## config.mk

```make
export PLATFORM = sky130hd
export DESIGN_NAME = sata_phy_ctrl_flat
export DESIGN_NICKNAME = d
export VERILOG_FILES = /design/src/rtl/sata_phy_ctrl_if.sv /design/src/rtl/sata_phy_ctrl.sv /design/src/flat_wrapper.sv
export SDC_FILE = /design/constraint.sdc
export NUM_CORES = 1
export LEC_CHECK = 0
export BUFFER_PORTS_ARGS = -buffer_cell sky130_fd_sc_hd__buf_2
export CORE_MARGIN = 10
export CORE_UTILIZATION = 30
export CTS_BUF_LIST = sky130_fd_sc_hd__clkbuf_8
export DETAILED_ROUTE_END_ITERATION = 7
export PLACE_DENSITY = 0.62
export RECOVER_POWER = 100
export SLEW_MARGIN = 20
export SYNTH_ARGS = -nofsm -noshare
export SYNTH_HDL_FRONTEND = slang
export SYNTH_SLANG_ARGS = --single-unit
export TNS_END_PERCENT = 20
```

## constraint.sdc

```tcl
create_clock -name sys_clk -period 3.3 [get_ports sys_clk]
set_input_delay 0.66 -clock sys_clk [delete_from_list [all_inputs] [get_ports sys_clk]]
set_output_delay 0.66 -clock sys_clk [all_outputs]
set_load 0.02 [all_outputs]
```

## src/rtl/sata_phy_ctrl_if.sv

```systemverilog
// Transmit/receive datapath bundle between the GTP wrapper, the OOB engine,
// the link layer and the PHY control block.
interface sata_phy_ctrl_if #(
    parameter int DATA_WIDTH = 32
) ();
    localparam int KW = DATA_WIDTH / 8;

    logic [DATA_WIDTH-1:0] oob_data_in;
    logic [KW-1:0]         oob_charisk_in;
    logic [DATA_WIDTH-1:0] link_data_in;
    logic [KW-1:0]         link_charisk_in;
    logic [DATA_WIDTH-1:0] gt_rxdata_in;
    logic [KW-1:0]         gt_rxcharisk_in;
    logic [DATA_WIDTH-1:0] phy_data_out;
    logic [KW-1:0]         phy_charisk_out;

    // Side driving transmit sources and receive data (transceiver/link side)
    modport master (
        output oob_data_in, oob_charisk_in, link_data_in, link_charisk_in,
               gt_rxdata_in, gt_rxcharisk_in,
        input  phy_data_out, phy_charisk_out
    );

    // PHY control block side
    modport slave (
        input  oob_data_in, oob_charisk_in, link_data_in, link_charisk_in,
               gt_rxdata_in, gt_rxcharisk_in,
        output phy_data_out, phy_charisk_out
    );
endinterface

```

## src/rtl/sata_phy_ctrl.sv

```systemverilog
// SATA PHY control: qualifies GTP lock/reset-done, sequences the OOB engine,
// muxes OOB or link transmit data onto the GTP and supervises link health
// via received ALIGN primitives with bounded automatic retry.
module sata_phy_ctrl #(
    parameter int DATA_WIDTH         = 32,
    parameter int LOCK_STABLE_CYCLES = 1024,
    parameter int OOB_TIMEOUT        = 2000000,
    parameter int ALIGN_TIMEOUT      = 1024,
    parameter int RETRY_HOLD         = 16,
    parameter int MAX_RETRY          = 4
) (
    input  logic                 sys_clk,
    input  logic                 sys_rst,
    input  logic                 gt_tx_reset_done_in,
    input  logic                 gt_rx_reset_done_in,
    input  logic                 gt_tx_pll_lock_in,
    input  logic                 gt_rx_pll_lock_in,
    input  logic                 oob_links_up_in,
    sata_phy_ctrl_if.slave       bus,
    output logic                 oob_rst_out,
    output logic                 phy_links_up_out,
    output logic                 phy_error_out,
    output logic [3:0]           retry_count_out
);
    localparam int KW     = DATA_WIDTH / 8;
    localparam int TMAX_A = (OOB_TIMEOUT > ALIGN_TIMEOUT) ? OOB_TIMEOUT : ALIGN_TIMEOUT;
    localparam int TMAX   = (TMAX_A > RETRY_HOLD) ? TMAX_A : RETRY_HOLD;
    localparam int TW     = $clog2(TMAX) + 1;
    localparam int SW     = $clog2(LOCK_STABLE_CYCLES) + 1;

    // Compare against "limit - 1" on the registered value so the transition
    // happens on the edge that completes the N-th cycle.
    localparam logic [TW-1:0] OOB_LAST    = TW'(OOB_TIMEOUT - 1);
    localparam logic [TW-1:0] ALIGN_LAST  = TW'(ALIGN_TIMEOUT - 1);
    localparam logic [TW-1:0] HOLD_LAST   = TW'(RETRY_HOLD - 1);
    localparam logic [TW-1:0] TIMER_SAT   = TW'(TMAX);
    localparam logic [SW-1:0] STABLE_LAST = SW'(LOCK_STABLE_CYCLES - 1);
    localparam logic [SW-1:0] STABLE_SAT  = SW'(LOCK_STABLE_CYCLES);
    localparam logic [3:0]    RETRY_MAX   = 4'(MAX_RETRY);

    typedef enum logic [2:0] {
        ST_RESET_WAIT,
        ST_OOB,
        ST_LINK_UP,
        ST_RETRY,
        ST_FAILED
    } state_t;

    state_t                state_q, state_d;
    logic [SW-1:0]         stable_cnt_q, stable_cnt_d;
    logic [TW-1:0]         timer_q, timer_d;
    logic [3:0]            retry_cnt_q, retry_cnt_d;
    logic                  oob_rst_q, oob_rst_d;
    logic                  links_up_q, links_up_d;
    logic                  error_q, error_d;
    logic [DATA_WIDTH-1:0] tx_data_q, tx_data_d;
    logic [KW-1:0]         tx_charisk_q, tx_charisk_d;

    logic qual;
    logic align_det;

    assign qual = gt_tx_reset_done_in & gt_rx_reset_done_in &
                  gt_tx_pll_lock_in & gt_rx_pll_lock_in;

    // ALIGN recognition: one word at 32 bits, two consecutive half-words at 16.
    generate
        if (DATA_WIDTH == 32) begin : g_align32
            assign align_det = (bus.gt_rxdata_in == 32'h7B4A4ABC) &&
                               (bus.gt_rxcharisk_in == 4'b0001);
        end else begin : g_align16
            logic first_half_q;

            // Remember that the previous half-word was the K28.5 half of ALIGN
            always_ff @(posedge sys_clk) begin
                if (sys_rst) begin
                    first_half_q <= 1'b0;
                end else begin
                    first_half_q <= (bus.gt_rxdata_in == 16'h4ABC) &&
                                    (bus.gt_rxcharisk_in == 2'b01);
                end
            end

            assign align_det = first_half_q &&
                               (bus.gt_rxdata_in == 16'h7B4A) &&
                               (bus.gt_rxcharisk_in == 2'b00);
        end
    endgenerate

    // State, counters and registered outputs
    always_ff @(posedge sys_clk) begin
        if (sys_rst) begin
            state_q      <= ST_RESET_WAIT;
            stable_cnt_q <= '0;
            timer_q      <= '0;
            retry_cnt_q  <= '0;
            oob_rst_q    <= 1'b1;
            links_up_q   <= 1'b0;
            error_q      <= 1'b0;
            tx_data_q    <= '0;
            tx_charisk_q <= '0;
        end else begin
            state_q      <= state_d;
            stable_cnt_q <= stable_cnt_d;
            timer_q      <= timer_d;
            retry_cnt_q  <= retry_cnt_d;
            oob_rst_q    <= oob_rst_d;
            links_up_q   <= links_up_d;
            error_q      <= error_d;
            tx_data_q    <= tx_data_d;
            tx_charisk_q <= tx_charisk_d;
        end
    end

    // Next-state decision plus the qualification, timer and retry counters
    always_comb begin
        logic [3:0] retry_base;

        state_d = state_q;
        case (state_q)
            ST_RESET_WAIT: begin
                if (qual && (stable_cnt_q >= STABLE_LAST)) begin
                    state_d = ST_OOB;
                end
            end
            ST_OOB: begin
                if (!qual) begin
                    state_d = ST_RESET_WAIT;
                end else if (timer_q >= OOB_LAST) begin
                    state_d = ST_RETRY;
                end else if (oob_links_up_in) begin
                    state_d = ST_LINK_UP;
                end
            end
            ST_LINK_UP: begin
                if (!qual) begin
                    state_d = ST_RESET_WAIT;
                end else if (!align_det && (timer_q >= ALIGN_LAST)) begin
                    state_d = ST_RETRY;
                end else if (!oob_links_up_in) begin
                    state_d = ST_RETRY;
                end
            end
            ST_RETRY: begin
                if (!qual) begin
                    state_d = ST_RESET_WAIT;
                end else if (timer_q >= HOLD_LAST) begin
                    state_d = (retry_cnt_q >= RETRY_MAX) ? ST_FAILED : ST_OOB;
                end
            end
            ST_FAILED: state_d = ST_FAILED;
            default:   state_d = ST_RESET_WAIT;
        endcase

        if (!qual) begin
            stable_cnt_d = '0;
        end else if (stable_cnt_q == STABLE_SAT) begin
            stable_cnt_d = stable_cnt_q;
        end else begin
            stable_cnt_d = stable_cnt_q + 1'b1;
        end

        // One timer serves OOB, LINK_UP and RETRY; it restarts on every state change.
        if ((state_d != state_q) || (state_d == ST_RESET_WAIT) || (state_d == ST_FAILED)) begin
            timer_d = '0;
        end else if ((state_q == ST_LINK_UP) && align_det) begin
            timer_d = '0;
        end else if (timer_q == TIMER_SAT) begin
            timer_d = timer_q;
        end else begin
            timer_d = timer_q + 1'b1;
        end

        // A received ALIGN proves the attempt succeeded; entering RETRY counts a failure.
        retry_base = ((state_q == ST_LINK_UP) && align_det) ? 4'd0 : retry_cnt_q;
        if ((state_d == ST_RETRY) && (state_q != ST_RETRY)) begin
            retry_cnt_d = (retry_base == 4'hF) ? retry_base : retry_base + 4'd1;
        end else begin
            retry_cnt_d = retry_base;
        end
    end

    // Output values for the coming state, including the transmit switch
    always_comb begin
        oob_rst_d    = 1'b1;
        links_up_d   = 1'b0;
        error_d      = 1'b0;
        tx_data_d    = '0;
        tx_charisk_d = '0;
        case (state_d)
            ST_OOB: begin
                oob_rst_d    = 1'b0;
                tx_data_d    = bus.oob_data_in;
                tx_charisk_d = bus.oob_charisk_in;
            end
            ST_LINK_UP: begin
                oob_rst_d    = 1'b0;
                links_up_d   = 1'b1;
                tx_data_d    = bus.link_data_in;
                tx_charisk_d = bus.link_charisk_in;
            end
            ST_FAILED: error_d = 1'b1;
            default: ;
        endcase
    end

    assign oob_rst_out         = oob_rst_q;
    assign phy_links_up_out    = links_up_q;
    assign phy_error_out       = error_q;
    assign retry_count_out     = retry_cnt_q;
    assign bus.phy_data_out    = tx_data_q;
    assign bus.phy_charisk_out = tx_charisk_q;

endmodule
```

## src/flat_wrapper.sv

```systemverilog
// flat-port wrapper written by rule: the top's interface ports become plain ports
module sata_phy_ctrl_flat 
#(
    parameter int DATA_WIDTH         = 32,
    parameter int LOCK_STABLE_CYCLES = 1024,
    parameter int OOB_TIMEOUT        = 2000000,
    parameter int ALIGN_TIMEOUT      = 1024,
    parameter int RETRY_HOLD         = 16,
    parameter int MAX_RETRY          = 4
)
  (sys_clk, sys_rst, gt_tx_reset_done_in, gt_rx_reset_done_in, gt_tx_pll_lock_in, gt_rx_pll_lock_in, oob_links_up_in, oob_rst_out, phy_links_up_out, phy_error_out, retry_count_out, bus_oob_data_in, bus_oob_charisk_in, bus_link_data_in, bus_link_charisk_in, bus_gt_rxdata_in, bus_gt_rxcharisk_in, bus_phy_data_out, bus_phy_charisk_out);
  sata_phy_ctrl_if #(.DATA_WIDTH(DATA_WIDTH)) bus_i ();
  input  logic sys_clk;
  input  logic sys_rst;
  input  logic gt_tx_reset_done_in;
  input  logic gt_rx_reset_done_in;
  input  logic gt_tx_pll_lock_in;
  input  logic gt_rx_pll_lock_in;
  input  logic oob_links_up_in;
  output logic oob_rst_out;
  output logic phy_links_up_out;
  output logic phy_error_out;
  output logic [3:0] retry_count_out;
  input wire logic [$bits(bus_i.oob_data_in)-1:0] bus_oob_data_in;
  input wire logic [$bits(bus_i.oob_charisk_in)-1:0] bus_oob_charisk_in;
  input wire logic [$bits(bus_i.link_data_in)-1:0] bus_link_data_in;
  input wire logic [$bits(bus_i.link_charisk_in)-1:0] bus_link_charisk_in;
  input wire logic [$bits(bus_i.gt_rxdata_in)-1:0] bus_gt_rxdata_in;
  input wire logic [$bits(bus_i.gt_rxcharisk_in)-1:0] bus_gt_rxcharisk_in;
  output wire logic [$bits(bus_i.phy_data_out)-1:0] bus_phy_data_out;
  output wire logic [$bits(bus_i.phy_charisk_out)-1:0] bus_phy_charisk_out;
  assign bus_i.oob_data_in = bus_oob_data_in;
  assign bus_i.oob_charisk_in = bus_oob_charisk_in;
  assign bus_i.link_data_in = bus_link_data_in;
  assign bus_i.link_charisk_in = bus_link_charisk_in;
  assign bus_i.gt_rxdata_in = bus_gt_rxdata_in;
  assign bus_i.gt_rxcharisk_in = bus_gt_rxcharisk_in;
  assign bus_phy_data_out = bus_i.phy_data_out;
  assign bus_phy_charisk_out = bus_i.phy_charisk_out;
  sata_phy_ctrl #(.DATA_WIDTH(DATA_WIDTH), .LOCK_STABLE_CYCLES(LOCK_STABLE_CYCLES), .OOB_TIMEOUT(OOB_TIMEOUT), .ALIGN_TIMEOUT(ALIGN_TIMEOUT), .RETRY_HOLD(RETRY_HOLD), .MAX_RETRY(MAX_RETRY)) u_core (.sys_clk(sys_clk), .sys_rst(sys_rst), .gt_tx_reset_done_in(gt_tx_reset_done_in), .gt_rx_reset_done_in(gt_rx_reset_done_in), .gt_tx_pll_lock_in(gt_tx_pll_lock_in), .gt_rx_pll_lock_in(gt_rx_pll_lock_in), .oob_links_up_in(oob_links_up_in), .bus(bus_i), .oob_rst_out(oob_rst_out), .phy_links_up_out(phy_links_up_out), .phy_error_out(phy_error_out), .retry_count_out(retry_count_out));
endmodule
```

==> out/results.ini <==
[timing]
slew_headroom_pct=48.9
fin_crit_ns=3.08
rsz0062_at_grt=false
timing.final.ws_setup_ns=0.219
fmax_mhz=325
setup_violations=0
worstMarginPinSlew_ns=0.767
fin_crit_sh_pct=93.4
finalSetupTns_ns=0
skew_ns=0.0137
hold_violations=0
finalMaxSlewViolations=0

[die]
start_util_pct=30.4
core_area_sq_um=11400
die_w_microns=127
design.die.area_sq_um=16200
rows=39
ios=158
die_h_microns=127

[placement]
numPortBuffers=157
dp_slack_ns=0.183
hpwl_microns=7880
gp_congestion=0.815

[global_route]
antenna_found_initial=0
overflow=0
grt_max_degree=39
grt_pass1_vias=3372
grt_use_total_pct=12.3
grt_pass1_wl_microns=16400

[yosys]
ys_dominant_reg_cell=dfxtp_1
async_reset_ff_share_pct=0
synthCells=358
yosys.area.top_type=dfxtp_1
synth_mux_area_share_pct=0.579
synth_top_cells_by_area=dfxtp_1 (46%), a22o_1 (6.6%), nor3_1 (4.3%), xor2_1 (4.3%), a32o_1 (2.9%)
syn_avg_cell_area_sq_um=9.66
synth.cell_area_sq_um=3460
yosys.area_share.simple_pct=23.2
ys_seq_elements=79
yosysWarnings=0
seq_area_frac_synth_pct=45.7
yosysUniqueCellTypes=54
syn_nets=478
synth_top_area_share_pct=45.7
synth_xor_area_share_pct=6.84
synth-edff-count=0
synth_top_family_by_area=simple AND/OR/NAND/NOR gates
synth-compound-area-share_pct=17.3
yosys-top-cells-count=dfxtp_1 (79), nor3_1 (30), a22o_1 (26)
synth_most_common_cell=dfxtp_1
synth_adder_area_share_pct=1.81

[hold_path]
min_from=u_core.retry_count_out[1]$_SDFF_PP0_
min_path_type=register to register
hold_end=u_core.retry_count_out[1]$_SDFF_PP0_
min_path_cells=2

[run_status]
status=complete, no violations

[detailed_routing]
viasPerCell=4.94
num_vias=3248
drt-total-wl_microns=10200
drc=0
avgRoutedWirePerCell_microns=15.5
drt_first_pass_iters=5
ant_nets=0
drtIter0Drc=127

[pwr]
p_per_area_nw_per_um2=376
peakVddDrop_mv=0.194
p_leak_nw=1.74
report.power.total_w=0.00167

[worst_setup_path]
arrival_ns=3.39
crit_chain=or4_1, or4_1, nor2_4, o2111a_1, o31a_1, and2_1, buf_4, a22o_1
reg2reg_to=u_core.bus.phy_data_out[4]$_SDFF_PP0_
rr_worst_depth=8
r2r-start=u_core.timer_q[4]$_SDFFE_PP0P_
end_kind=register
slowest_stage=or4_1
max_stage_delay_ns=0.55
rrSetupSlack_ns=0.22
worstSetupPathType=register to register
cp_common_cell=or4_1
critPathLaunchType=register
cp_data_required_time_ns=3.60
cp_max_fo=27

[clock_network]
cts_tree=done
cts_setup_buffers=0
clk_latency_ns=0.36
post_cts_resized=0
clock_sinks=79
htreeDepth=3
ctsLongestPathBuffers=2
cts_hold_buffers=0
cts-root-buf=clkbuf_8
cts_buffers=9
path_clk_slew_ns=0.08

[cells_and_area]
nets=632
layout-drive-gt1-share_pct=27.2
fill_cells=1150
area_growth_pct=28.6
final_core_util_pct=39.1
n_antenna_cell=0

[flow_run]
maxCapViolCount=0

critical path, delay by kind of cell, from the launching register on:
kind	cells	cell delay, ns
and+or+nand+nor	4	1.45
AOI/OAI and AO/OA	3	0.92
DFF	1	0.36
buffers and inverters	1	0.28
layer usage:
layer	vias to the layer above	share of wire [%]	track usage (%)
li1	1627	-	-
met5	-	0	0
met2	94	51	20.7
met1	1509	40	13.7
met3	18	6.0	3.60
met4	0	2.5	6.90
stage by stage:
step,hold slack [ns],instance area [sq um],instances
2_1_floorplan,0.471,3460,358
3_3_place_gp,0.476,4360,644
3_5_place_dp,0.492,4360,644
4_1_cts,0.481,4520,658
5_1_grt,0.482,4450,658
6_report,0.498,4450,658
final cells by class:
class                   instances  area, sq um  share of cell area [%]
multi-input cells             250         1710                    38.4
well taps                     143          179                    4.02
flip-flops and latches         79         1580                    35.5
repair buffers                162          779                    17.5
inverters                      10         37.5                   0.844
clock inverters                 4         25.0                   0.562
clock buffers                  10          138                    3.09
how the worst max path moves through the flow:
stage                                    from                                  endpoint
3_5_place_dp              bus_gt_rxdata_in[1]  u_core.bus.phy_charisk_out[1]$_SDFF_PP0_
4_1_cts        u_core.timer_q[4]$_SDFFE_PP0P_  u_core.bus.phy_charisk_out[1]$_SDFF_PP0_
6_report       u_core.timer_q[4]$_SDFFE_PP0P_     u_core.bus.phy_data_out[4]$_SDFF_PP0_
5_1_grt        u_core.timer_q[4]$_SDFFE_PP0P_    u_core.bus.phy_data_out[16]$_SDFF_PP0_
3_3_place_gp              bus_gt_rxdata_in[1]  u_core.bus.phy_charisk_out[0]$_SDFF_PP0_
2_1_floorplan            bus_gt_rxdata_in[18]    u_core.bus.phy_data_out[10]$_SDFF_PP0_
sequential cells by signal (all words and copies together), names as in the netlist:
name and flops:
u_core.timer_q 22, u_core.state_q 3, u_core.stable_cnt_q 11, u_core.retry_count_out 4
u_core.oob_rst_out 1, u_core.bus.phy_data_out 32, u_core.bus.phy_charisk_out 4, u_core.phy_links_up_out 1
u_core.phy_error_out 1
cells in the final DEF, fill, tap and decap left out, types with 2 or more instances in the layout:
master,n
nand2_1,20
or3_1,7
nand4b_1,4
o21ai_0,5
a32o_1,10
dfxtp_1,79
nand4_1,9
and2_1,2
nor2_1,19
nor3_1,30
nor4b_1,5
a31oi_1,3
xnor2_1,10
inv_1,11
clkbuf_8,10
o31ai_1,3
buf_4,3
and3_1,8
nand2b_1,6
or2_2,3
nand3b_1,2
buf_2,114
clkbuf_1,43
nor2b_1,2
nand3_1,13
xor2_1,17
nor4_1,2
a21oi_1,10
a22o_1,26
a211oi_1,4
ha_1,5
or4_1,2
mux2i_1,2
cells by family (layout without fill, tap and decap cells):
| logic type | count (synthesis) | after routing |
|---|---|---|
| buffers and inverters | 29 | 186 |
| XOR/XNOR | 27 | 27 |
| adder cells (fa/ha/maj) | 5 | 5 |
| AND/OR/NAND/NOR | 143 | 143 |
| AO/OA/AOI/OAI | 72 | 72 |
| flip-flops | 79 | 79 |
| other | 1 | 1 |
| multiplexers | 2 | 2 |
where the power goes:
group	switching [W]	internal [W]
logic	0.0000323	0.0000548
registers	0.000000554	0.000953
clock network	0.000350	0.000283
total	0.000383	0.00129
Note: power is estimated with default switching activity, not from simulation.
